===== src/rtl/trig_pkg.sv =====
// Shared definitions for the trigger address generator: FSM encoding and
// default buffer geometry.
package trig_pkg;

    localparam int unsigned ADDR_W_DEFAULT          = 12;
    localparam int unsigned PRE_TRIG_WORDS_DEFAULT  = 508;
    localparam int unsigned POST_TRIG_WORDS_DEFAULT = 1016;

    typedef enum logic [1:0] {
        ARMED     = 2'd0,
        POST_TRIG = 2'd1,
        HOLD      = 2'd2
    } trig_state_t;

endpackage


===== src/rtl/trigger_addr_gen.sv =====
// Sample-buffer write address generator with pre/post trigger windowing.
// Optional missed-trigger counter built when TRIG_MISS_CNT_EN is defined.
module trigger_addr_gen
    import trig_pkg::*;
#(
    parameter int unsigned ADDR_W          = ADDR_W_DEFAULT,
    parameter int unsigned PRE_TRIG_WORDS  = PRE_TRIG_WORDS_DEFAULT,
    parameter int unsigned POST_TRIG_WORDS = POST_TRIG_WORDS_DEFAULT
) (
    input  logic              rx_std_clkout,
    input  logic              rst_n,
    input  logic              data_valid,
    input  logic              set_global_trigger,
    input  logic [15:0]       time_stamp,
    input  logic              readout_done,
    output logic              buf_wr_en,
    output logic [ADDR_W-1:0] buf_wr_addr,
    output logic              trig_valid,
    output logic [ADDR_W-1:0] trig_start_addr,
    output logic [15:0]       trig_time_stamp,
    output logic [7:0]        missed_trig_cnt
);

    localparam logic [ADDR_W-1:0] PRE_OFFSET = ADDR_W'(PRE_TRIG_WORDS);
    localparam logic [ADDR_W-1:0] POST_LAST  = ADDR_W'(POST_TRIG_WORDS - 1);

    trig_state_t       state;
    logic [ADDR_W-1:0] post_cnt;
    logic              trig_missed;

    assign buf_wr_en   = data_valid && (state != HOLD);
    assign trig_missed = set_global_trigger && (state != ARMED);

    always_ff @(posedge rx_std_clkout or negedge rst_n) begin
        if (!rst_n) begin
            buf_wr_addr <= '0;
        end else if (buf_wr_en) begin
            buf_wr_addr <= buf_wr_addr + 1'b1;
        end
    end

    always_ff @(posedge rx_std_clkout or negedge rst_n) begin
        if (!rst_n) begin
            state           <= ARMED;
            post_cnt        <= '0;
            trig_valid      <= 1'b0;
            trig_start_addr <= '0;
            trig_time_stamp <= '0;
        end else begin
            case (state)
                ARMED: begin
                    // A word written in the trigger cycle belongs to the pre-trigger side.
                    if (set_global_trigger) begin
                        state           <= POST_TRIG;
                        post_cnt        <= '0;
                        trig_start_addr <= buf_wr_addr - PRE_OFFSET;
                        trig_time_stamp <= time_stamp;
                    end
                end
                POST_TRIG: begin
                    if (buf_wr_en) begin
                        post_cnt <= post_cnt + 1'b1;
                        if (post_cnt == POST_LAST) begin
                            state      <= HOLD;
                            trig_valid <= 1'b1;
                        end
                    end
                end
                HOLD: begin
                    if (readout_done) begin
                        state      <= ARMED;
                        trig_valid <= 1'b0;
                    end
                end
                default: begin
                    state      <= ARMED;
                    trig_valid <= 1'b0;
                end
            endcase
        end
    end

`ifdef TRIG_MISS_CNT_EN
    always_ff @(posedge rx_std_clkout or negedge rst_n) begin
        if (!rst_n) begin
            missed_trig_cnt <= '0;
        end else if (trig_missed && (missed_trig_cnt != '1)) begin
            missed_trig_cnt <= missed_trig_cnt + 1'b1;
        end
    end
`else
    assign missed_trig_cnt = '0;
    logic unused_missed;
    assign unused_missed = trig_missed;
`endif

endmodule


===== config.mk =====
export PLATFORM = sky130hd
export DESIGN_NAME = trigger_addr_gen
export DESIGN_NICKNAME = d
export VERILOG_FILES = /design/src/rtl/trig_pkg.sv /design/src/rtl/trigger_addr_gen.sv
export SDC_FILE = /design/constraint.sdc
export NUM_CORES = 1
export LEC_CHECK = 0
export CAP_MARGIN = 10
export CELL_PAD_IN_SITES_DETAIL_PLACEMENT = 1
export CELL_PAD_IN_SITES_GLOBAL_PLACEMENT = 2
export CORE_AREA = 2 2 104 106
export CTS_CLUSTER_SIZE = 16
export DETAILED_ROUTE_END_ITERATION = 7
export DIE_AREA = 0 0 106 108
export PLACE_DENSITY = 0.8
export SLEW_MARGIN = 40
export SYNTH_ARGS = -nofsm -noshare
export SYNTH_HDL_FRONTEND = slang
export SYNTH_SLANG_ARGS = --single-unit
export TNS_END_PERCENT = 50

===== constraint.sdc =====
create_clock -name rx_std_clkout -period 1.7 [get_ports rx_std_clkout]
set_clock_uncertainty 0.15 [all_clocks]
set_input_delay 0.255 -clock rx_std_clkout [delete_from_list [all_inputs] [get_ports rx_std_clkout]]
set_output_delay 0.255 -clock rx_std_clkout [all_outputs]
set_load 0.05 [all_outputs]

Word level (Yosys, flattened, before mapping)
Cells that the tools add are included.
{"block": "word_totals", "latch_bits": 0, "mem_bits_rw": 0, "in_bits": 21, "register_bits": 55, "elab_cells": 37, "n_memories": 0, "romBits": 0}
{"block": "classes", "n_eq_ne": 8, "bitwise": 1, "n_reduce_logical": 7, "order_cmp": 0, "div_mod_pow": 0, "addsub": 3, "multipliers": 0, "shift": 0, "mux": 12}
{"op": "12-bit by 1-bit adder with 12-bit output (second input constant)", "count": 2}
{"op": "12-bit two-way mux", "count": 2}
{"op": "12-bit one-hot mux with 2 select lines", "count": 1}
{"op": "12-bit by 10-bit equality test with 1-bit output (second input constant)", "count": 1}
{"op": "12-bit by 9-bit subtractor with 12-bit output (second input constant)", "count": 1}
{"op": "2-bit != test (second input constant)", "count": 5}
{"op": "2-bit two-way mux", "count": 4}
{"op": "4-bit AND reduction", "count": 2}
{"op": "2-bit one-hot mux with 3 select lines", "count": 1}
{"op": "1-bit two-way mux", "count": 3}
{"op": "1-bit one-hot mux with 3 select lines", "count": 1}
{"op": "3-bit AND reduction", "count": 1}
{"op": "2-bit by 1-bit equality test with 1-bit output (second input constant)", "count": 1}
{"op": "2-bit equality test (second input constant)", "count": 1}
{"op": "2-bit logical NOT", "count": 1}
{"op": "2-bit AND reduction", "count": 1}
{"op": "2-bit nonzero test", "count": 1}
{"op": "1-bit logical AND", "count": 1}
{"op": "1-bit inverter", "count": 1}

Longest topological paths before layout
Gate-level depths: netlist of the first run.
{"block": "depth", "ltp_word": 4, "ltp_mapped": 6, "depth_no_buf": 5}

Worst setup path after synthesis of the first run
Ideal clock, no wire load.
{"block": "synth_path", "path_type": "flip-flop to flip-flop", "start": "register state[0]", "end": "register buf_wr_addr[1]", "setup_slack_ns": -0.228, "required_ns": 1.425, "stages_incl_launch_ff": 6, "period_less_slack_ns": 1.928, "t_arrival_ns": 1.653, "path_cell_list": "dfrtp_1 buf_6 nand2b_1 and2_1 clkbuf_1 mux2_2"}
{"block": "synth_between", "elab_chain_cells": 2}
{"element": "start: declaration", "line_no": "trigger_addr_gen.sv:27", "source": "trig_state_t state;"}
{"element": "start signal: assignment", "line_no": "trigger_addr_gen.sv:44", "source": "state <= ARMED;"}
{"element": "start signal: assignment", "line_no": "trigger_addr_gen.sv:54", "source": "state <= POST_TRIG;"}
{"element": "start signal: assignment", "line_no": "trigger_addr_gen.sv:64", "source": "state <= HOLD;"}
{"element": "2-bit != test", "line_no": "trigger_addr_gen.sv:31", "source": "assign buf_wr_en = data_valid && (state != HOLD);"}
{"element": "1-bit logical AND", "line_no": "trigger_addr_gen.sv:31"}
{"element": "net buf_wr_en", "line_no": "trigger_addr_gen.sv:16", "source": "output logic buf_wr_en,"}
{"element": "end signal: assignment", "line_no": "trigger_addr_gen.sv:38", "source": "buf_wr_addr <= buf_wr_addr + 1'b1;"}
{"element": "end: declaration", "line_no": "trigger_addr_gen.sv:17", "source": "output logic [ADDR_W-1:0] buf_wr_addr,"}
The timed path passes the listed nets, and every way through them passes these cells.
A chain may end at the register's enable or synchronous reset.

Worst setup path in the final report of the first run
{"block": "layout_path", "start": "register state[1]", "end": "register trig_start_addr[6]"}
{"block": "layout_between", "elab_chain_cells": 2}
{"element": "2-bit logical NOT", "line_no": "trigger_addr_gen.sv:50", "source": "case (state)"}
{"element": "2-bit AND reduction (no source line)"}
{"element": "end signal: assignment", "line_no": "trigger_addr_gen.sv:56", "source": "trig_start_addr <= buf_wr_addr - PRE_OFFSET;"}
{"element": "end: declaration", "line_no": "trigger_addr_gen.sv:19", "source": "output logic [ADDR_W-1:0] trig_start_addr,"}
No other way between the ends.

==> impl_metrics.yaml, run 1 <==
finish:
  diodes: 0
  layout.nets: 377
  stdcell_area_um2: 3790
  drive_gt1_frac: 0.282
  syn_to_final_growth_pct: 45.7
  final_util: 0.371
routing:
  drc_errors: 0
  vias_per_cell: 4.38
  detail_route.iter0.violations: 60
  drt-total-wl_um: 6850
  first_pass_iters: 4
  wl_per_cell_um: 14.0
  ant_nets: 0
  via_count: 2148
clock_network:
  cts_root_buf: "clkbuf_8"
  clk_pin_slew_ns: 0.11
  clock_path_buffers: 2
  cts.sinks: 55
  cts_max_level: 2
  cts_buffers: 5
  clock_latency_ns: 0.32
  cts_tree: "yes"
grt:
  antenna_found_initial: 0
  grt_pass1_wl_um: 11300
  grt.total_usage: 0.124
  grt_max_degree: 56
  grt_pass1_vias: 2249
  grt-ovfl-total: 0
synth:
  synth_edf_count: 0
  syn_area_per_cell_um2: 9.60
  synthCells: 271
  synth_compound_area_frac: 0.0442
  yosysWarnings: 0
  yosys.area_share.simple: 0.234
  synthAdderAreaFrac: 0.0144
  ys.flop_type: "dfrtp_1"
  netlist_area_um2: 2600
  synth-seq-cells: 55
  synth_top_family_by_area: "simple AND/OR/NAND/NOR gates"
  ys_seq_area_frac: 0.529
  synth-xor-area-share: 0.0875
  synth_cell_types: 38
  synth_mux_area_frac: 0.0288
  async_flop_share: 1.00
worst_setup_path:
  required_ns: 1.76
  r2r_slack_ns: 0.03
  crit_type: "flop to flop"
  rr_worst_depth: 6
  reg2reg_to: "trig_start_addr[6]"
  endpoint: "trig_start_addr[6]"
  worst_setup_path_start_kind: "flop"
  cp-end-kind: "flop"
  reg2reg_from: "state[1]"
  critPathMaxFanout: 32
  cp-startpoint: "state[1]"
  arrival_ns: 1.73
timing:
  timing.final.crit_share: 0.985
  maxSlewViolCount: 0
  setup_slack_ns: 0.0254
  hold_viol_final: 0
  min_period_ns: 1.67
  setup_viol: 0
  clock.fmax_ghz: 0.597
  rsz0062_at_grt: "yes"
floorplan:
  ioPinCount: 71
  die_h_um: 108
  core_um2: 10200
  die-area_um2: 11400
  row_count: 37
  dieWidth_um: 106
  initial_utilization: 0.254
power:
  vdd_drop_max_uv: 431
  power.density_nw_per_um2: 1190
  cellLeakagePower_nw: 1.80
hold_path:
  min_path_type: "input pin to flop"
place:
  place_area_um2: 3590
  place_ws_ns: -0.180
  gp_congestion: 0.783
  io_buffer_count: 62
  hpwl_um: 5010
job:
  maxCapViolCount: 0
status:
  status: "finished clean"
## cells in the final DEF, fill, tap and decap left out, drive strengths merged, types with 6 or more instances in the layout
master,count
conb,8
nand3,9
xnor2,13
dfrtp,55
xor2,13
nand2,80
inv,6
buf,70
nor2,18
o21ai,11
clkdlybuf4s50,18
## what timing repair did
| item | CTS | global route |
|---|---|---|
| endpoints found under the setup margin | 1 | 21 |
| hold endpoints to repair | 55 | 0 |
| resized for setup | 5 | 13 |
| hold buffers | 1 | 0 |
| setup buffers | 3 | 0 |
## stage by stage
stage / setup TNS (ns) / total power (W) / instances / hold WS (ns)
6_report: 0 / 0.00451 / 490 / 0.299
4_1_cts: 0 / 0.00457 / 490 / 0.288
3_5_place_dp: -5.53 / 0.00374 / 479 / 0.139
5_1_grt: -0.0354 / 0.00480 / 490 / 0.267
3_3_place_gp: -4.33 / 0.00367 / 479 / 0.135
2_1_floorplan: -0.0461 / 0.00281 / 278 / -0.191
## area by class of cell
class                   instances  area (um^2)
clock buffers                   5         68.8
clock inverters                 3         27.5
fillers                      1172         6440
inverters                       4         15.0
multi-input cells             197         1180
flip-flops and latches         55         1380
well taps                     136          170
repair buffers                 90          950
## synth_stat cells (2+ instances only)
master / n / share of area
xor2_1: 13 / 0.044
dfrtp_1: 55 / 0.53
ha_1: 3 / 0.014
nand3_1: 9 / 0.017
mux2_2: 2 / 0.0087
buf_4: 8 / 0.023
inv_1: 4 / 0.0058
and3_1: 3 / 0.0072
nor3_1: 5 / 0.0096
mux2i_1: 3 / 0.012
clkbuf_1: 4 / 0.0058
nor4_1: 4 / 0.0096
a22o_1: 2 / 0.0067
nand4_1: 5 / 0.012
nand2b_1: 3 / 0.0072
nor2_1: 18 / 0.026
buf_2: 6 / 0.012
o21ai_1: 2 / 0.0038
and4_1: 2 / 0.0067
nand2_1: 80 / 0.12
xnor2_1: 13 / 0.044
buf_6: 3 / 0.013
o21ai_0: 9 / 0.017
## report_power, final
part / leakage, nW / switching (W) / internal (W) / total [W]
sequential: 0.696 / 0.000232 / 0.00153 / 0.00177
clock: 0.0467 / 0.000488 / 0.000307 / 0.000795
combinational: 1.06 / 0.00112 / 0.000835 / 0.00195
total: 1.80 / 0.00184 / 0.00267 / 0.00451
## worst max-delay path, cell delays in order (launching register included)
cell	delay, ns
dfrtp_1	0.41
buf_6	0.13
buf_6	0.13
or3b_4	0.41
buf_12	0.18
nand2_1	0.08
o21ai_0	0.07
## worst min-delay path by stage
stage,start,end,cells after the start
global placement,rst_n,buf_wr_addr[11],2
finish,time_stamp[5],trig_time_stamp[5],3
CTS,time_stamp[10],trig_time_stamp[10],3
detailed placement,rst_n,buf_wr_addr[9],2
floorplan,rst_n,buf_wr_addr[0],0
global route,time_stamp[10],trig_time_stamp[10],3
## registers in the layout, summed over array words and instances (netlist names)
signal and cells:
post_cnt 12, trig_time_stamp 16, state 2, buf_wr_addr 12, trig_valid 1, trig_start_addr 12
## routing by layer
metal	part of all wire	up-vias	track usage
met3	0.038	7	0.0301
li1	-	1029	-
met2	0.52	47	0.229
met5	0	-	0
met1	0.43	1065	0.148
met4	0.0089	0	0.0254
## kinds of logic (layout without fill, tap and decap cells)
logic type | count (synthesis) | after routing
xor+xnor | 26 | 26
other cells | 1 | 8
flops | 55 | 55
simple gates | 135 | 135
buf+inv | 26 | 102
fa+ha+maj | 3 | 3
compound gates | 19 | 19
mux | 6 | 6
Power figures use the tool's default switching activity.
==> run 2: changes to the inputs <==
Settings changed: CELL_PAD_IN_SITES_DETAIL_PLACEMENT 1 to 2, CORE_AREA 2 2 104 106 to 2 2 95 97, DIE_AREA 0 0 106 108 to 0 0 97 99, PLACE_DENSITY 0.8 to 0.89.
Clock period 1.7 ns to 2.15 ns, I/O delays scaled along.
==> run 2 against run 1 <==
Worst hold slack gained 0.040 ns. Design area fell by 9.5%. Utilization is 3.1 points higher. Clock power fell by 27%. Global-route usage up 2.8 points. Power shrank 29%. Final cell count fell by 9.0%. Via count shrank 2.6%. Critical path depth down 5. Largest power group is now registers. Sequential power decreased by 19%. Register-to-register slack improved by 0.32 ns. Die area fell by 16%.
==> impl_metrics.yaml, run 2 (synthesized netlist as in run 1, its figures left out) <==
worst_setup_path:
  max_stage_delay_ns: 0.85
  crit_type: "flop to primary output"
  critPathMaxFanout: 5
  cp.depth: 1
  reg2reg_from: "buf_wr_addr[3]"
  crit_path_top_delay_cell: "clkdlybuf4s50_1"
  worstPathCellList: "clkdlybuf4s50_1"
  cp-end-kind: "primary output"
  arrival_ns: 1.60
  worst_setup_path_start_kind: "flop"
  reg2reg_to: "buf_wr_addr[10]"
  crit_family: "buffers and inverters"
  worst-path-buf-inv: 1
  r2r_slack_ns: 0.35
  required_ns: 1.68
  rr_worst_depth: 5
floorplan:
  dieWidth_um: 97
  row_count: 34
  ioPinCount: 71
  die-area_um2: 9600
  die_h_um: 99
  core_um2: 8550
  initial_utilization: 0.304
clock_network:
  clk_pin_slew_ns: 0.10
  cts_buffers: 5
  clock_latency_ns: 0.31
  postCtsSetupRepairBufs: 0
  clock_path_buffers: 2
  cts_max_level: 2
  cts_tree: "yes"
  cts.sinks: 55
  cts_root_buf: "clkbuf_8"
routing:
  drc_errors: 0
  via_count: 2092
  drt-total-wl_um: 6960
  vias_per_cell: 4.69
  wl_per_cell_um: 15.6
  first_pass_iters: 2
  ant_nets: 0
  detail_route.iter0.violations: 87
grt:
  antenna_found_initial: 0
  grt-ovfl-total: 0
  busiest_layer: "met2"
  grt.total_usage: 0.152
  grt_pass1_vias: 2370
  grt_util_met3: 0.0326
  grtUsageMet2: 0.285
  grt_max_degree: 37
  grtUsageMet1: 0.177
  grt_pass1_wl_um: 11800
power:
  cellLeakagePower_nw: 1.63
  vdd_drop_max_uv: 350
  power.total_w: 0.00321
  power.density_nw_per_um2: 936
finish:
  final_cell_count_no_fill: 446
  multi_input_area_um2: 1100
  final_util: 0.401
  diodes: 0
  final_cell_mix: "nand2_1 (80), dfrtp_1 (55), clkdlybuf4s50_1 (51)"
  drive_gt1_frac: 0.104
  layout.nets: 361
  fillers: 940
  register_area_um2: 1380
  regMostFlops: "trig_time_stamp"
  largest_reg_flops: 16
  syn_to_final_growth_pct: 31.8
  final_common_cell: "nand2_1"
place:
  io_buffer_count: 62
  gp_congestion: 0.775
  dp_cells: 437
  place_ws_ns: 0.134
  hpwl_um: 5320
timing:
  setup_slack_ns: 0.0817
  min_period_ns: 2.07
  rsz0062_at_grt: "no"
  setup-tns-final_ns: 0
  max_slew_margin: 0.646
  timing.final.crit_share: 0.962
  hold_viol_final: 0
  worstMarginPinSlew_ns: 0.530
  maxSlewViolCount: 0
  setup_viol: 0
  clock.fmax_ghz: 0.483
status:
  status: "finished clean"
hold_path:
  min_path_type: "input pin to asynchronous set/reset pin"
job:
  maxCapViolCount: 0
[run 2: changes by cell type in the layout (fill, tap and decap cells not counted), moves of 4 or more]
cell / previous run / this run
buf_6: 4 / 0
buf_12: 17 / 2
clkdlybuf4s50_1: 18 / 51
buf_4: 48 / 17
[run 2: area by class of cell]
class | count | area share
repair buffers | 74 | 0.209
clock buffers | 6 | 0.0212
multi-input cells | 197 | 0.321
clock inverters | 2 | 0.00365
inverters | 4 | 0.00438
well taps | 108 | 0.0394
flip-flops and latches | 55 | 0.401
[run 2: how the worst max path moves through the flow]
| stage | start | to |
|---|---|---|
| 4_1_cts | buf_wr_addr[6] | buf_wr_addr[6] |
| 5_1_grt | buf_wr_addr[0] | buf_wr_addr[0] |
| 2_1_floorplan | state[0] | buf_wr_addr[1] |
| 3_5_place_dp | data_valid | post_cnt[11] |
| 3_3_place_gp | data_valid | post_cnt[11] |
| 6_report | buf_wr_addr[0] | buf_wr_addr[0] |
[run 2: stage by stage]
step	hold WS [ns]	instance area [um^2]
2_1_floorplan	-0.123	2630
3_3_place_gp	0.150	3330
3_5_place_dp	0.168	3330
4_1_cts	0.346	3430
5_1_grt	0.378	3430
6_report	0.339	3430
[run 2: where the power goes]
| group | total [W] | internal (W) | switching (W) |
|---|---|---|---|
| logic | 0.00119 | 0.000421 | 0.000772 |
| clock network | 0.000578 | 0.000229 | 0.000349 |
| registers | 0.00144 | 0.00121 | 0.000233 |
[run 2: per-layer routing]
layer,routed length (um),share of wire
met2,3660,0.53
met4,82,0.012
met3,291,0.042
met5,0,0
met1,2920,0.42
[run 2: repair_timing]
action	in CTS	in global routing
gates resized for setup	0	2
setup endpoints to repair	0	2
hold buffers	1	0
endpoints found under the hold margin	19	0
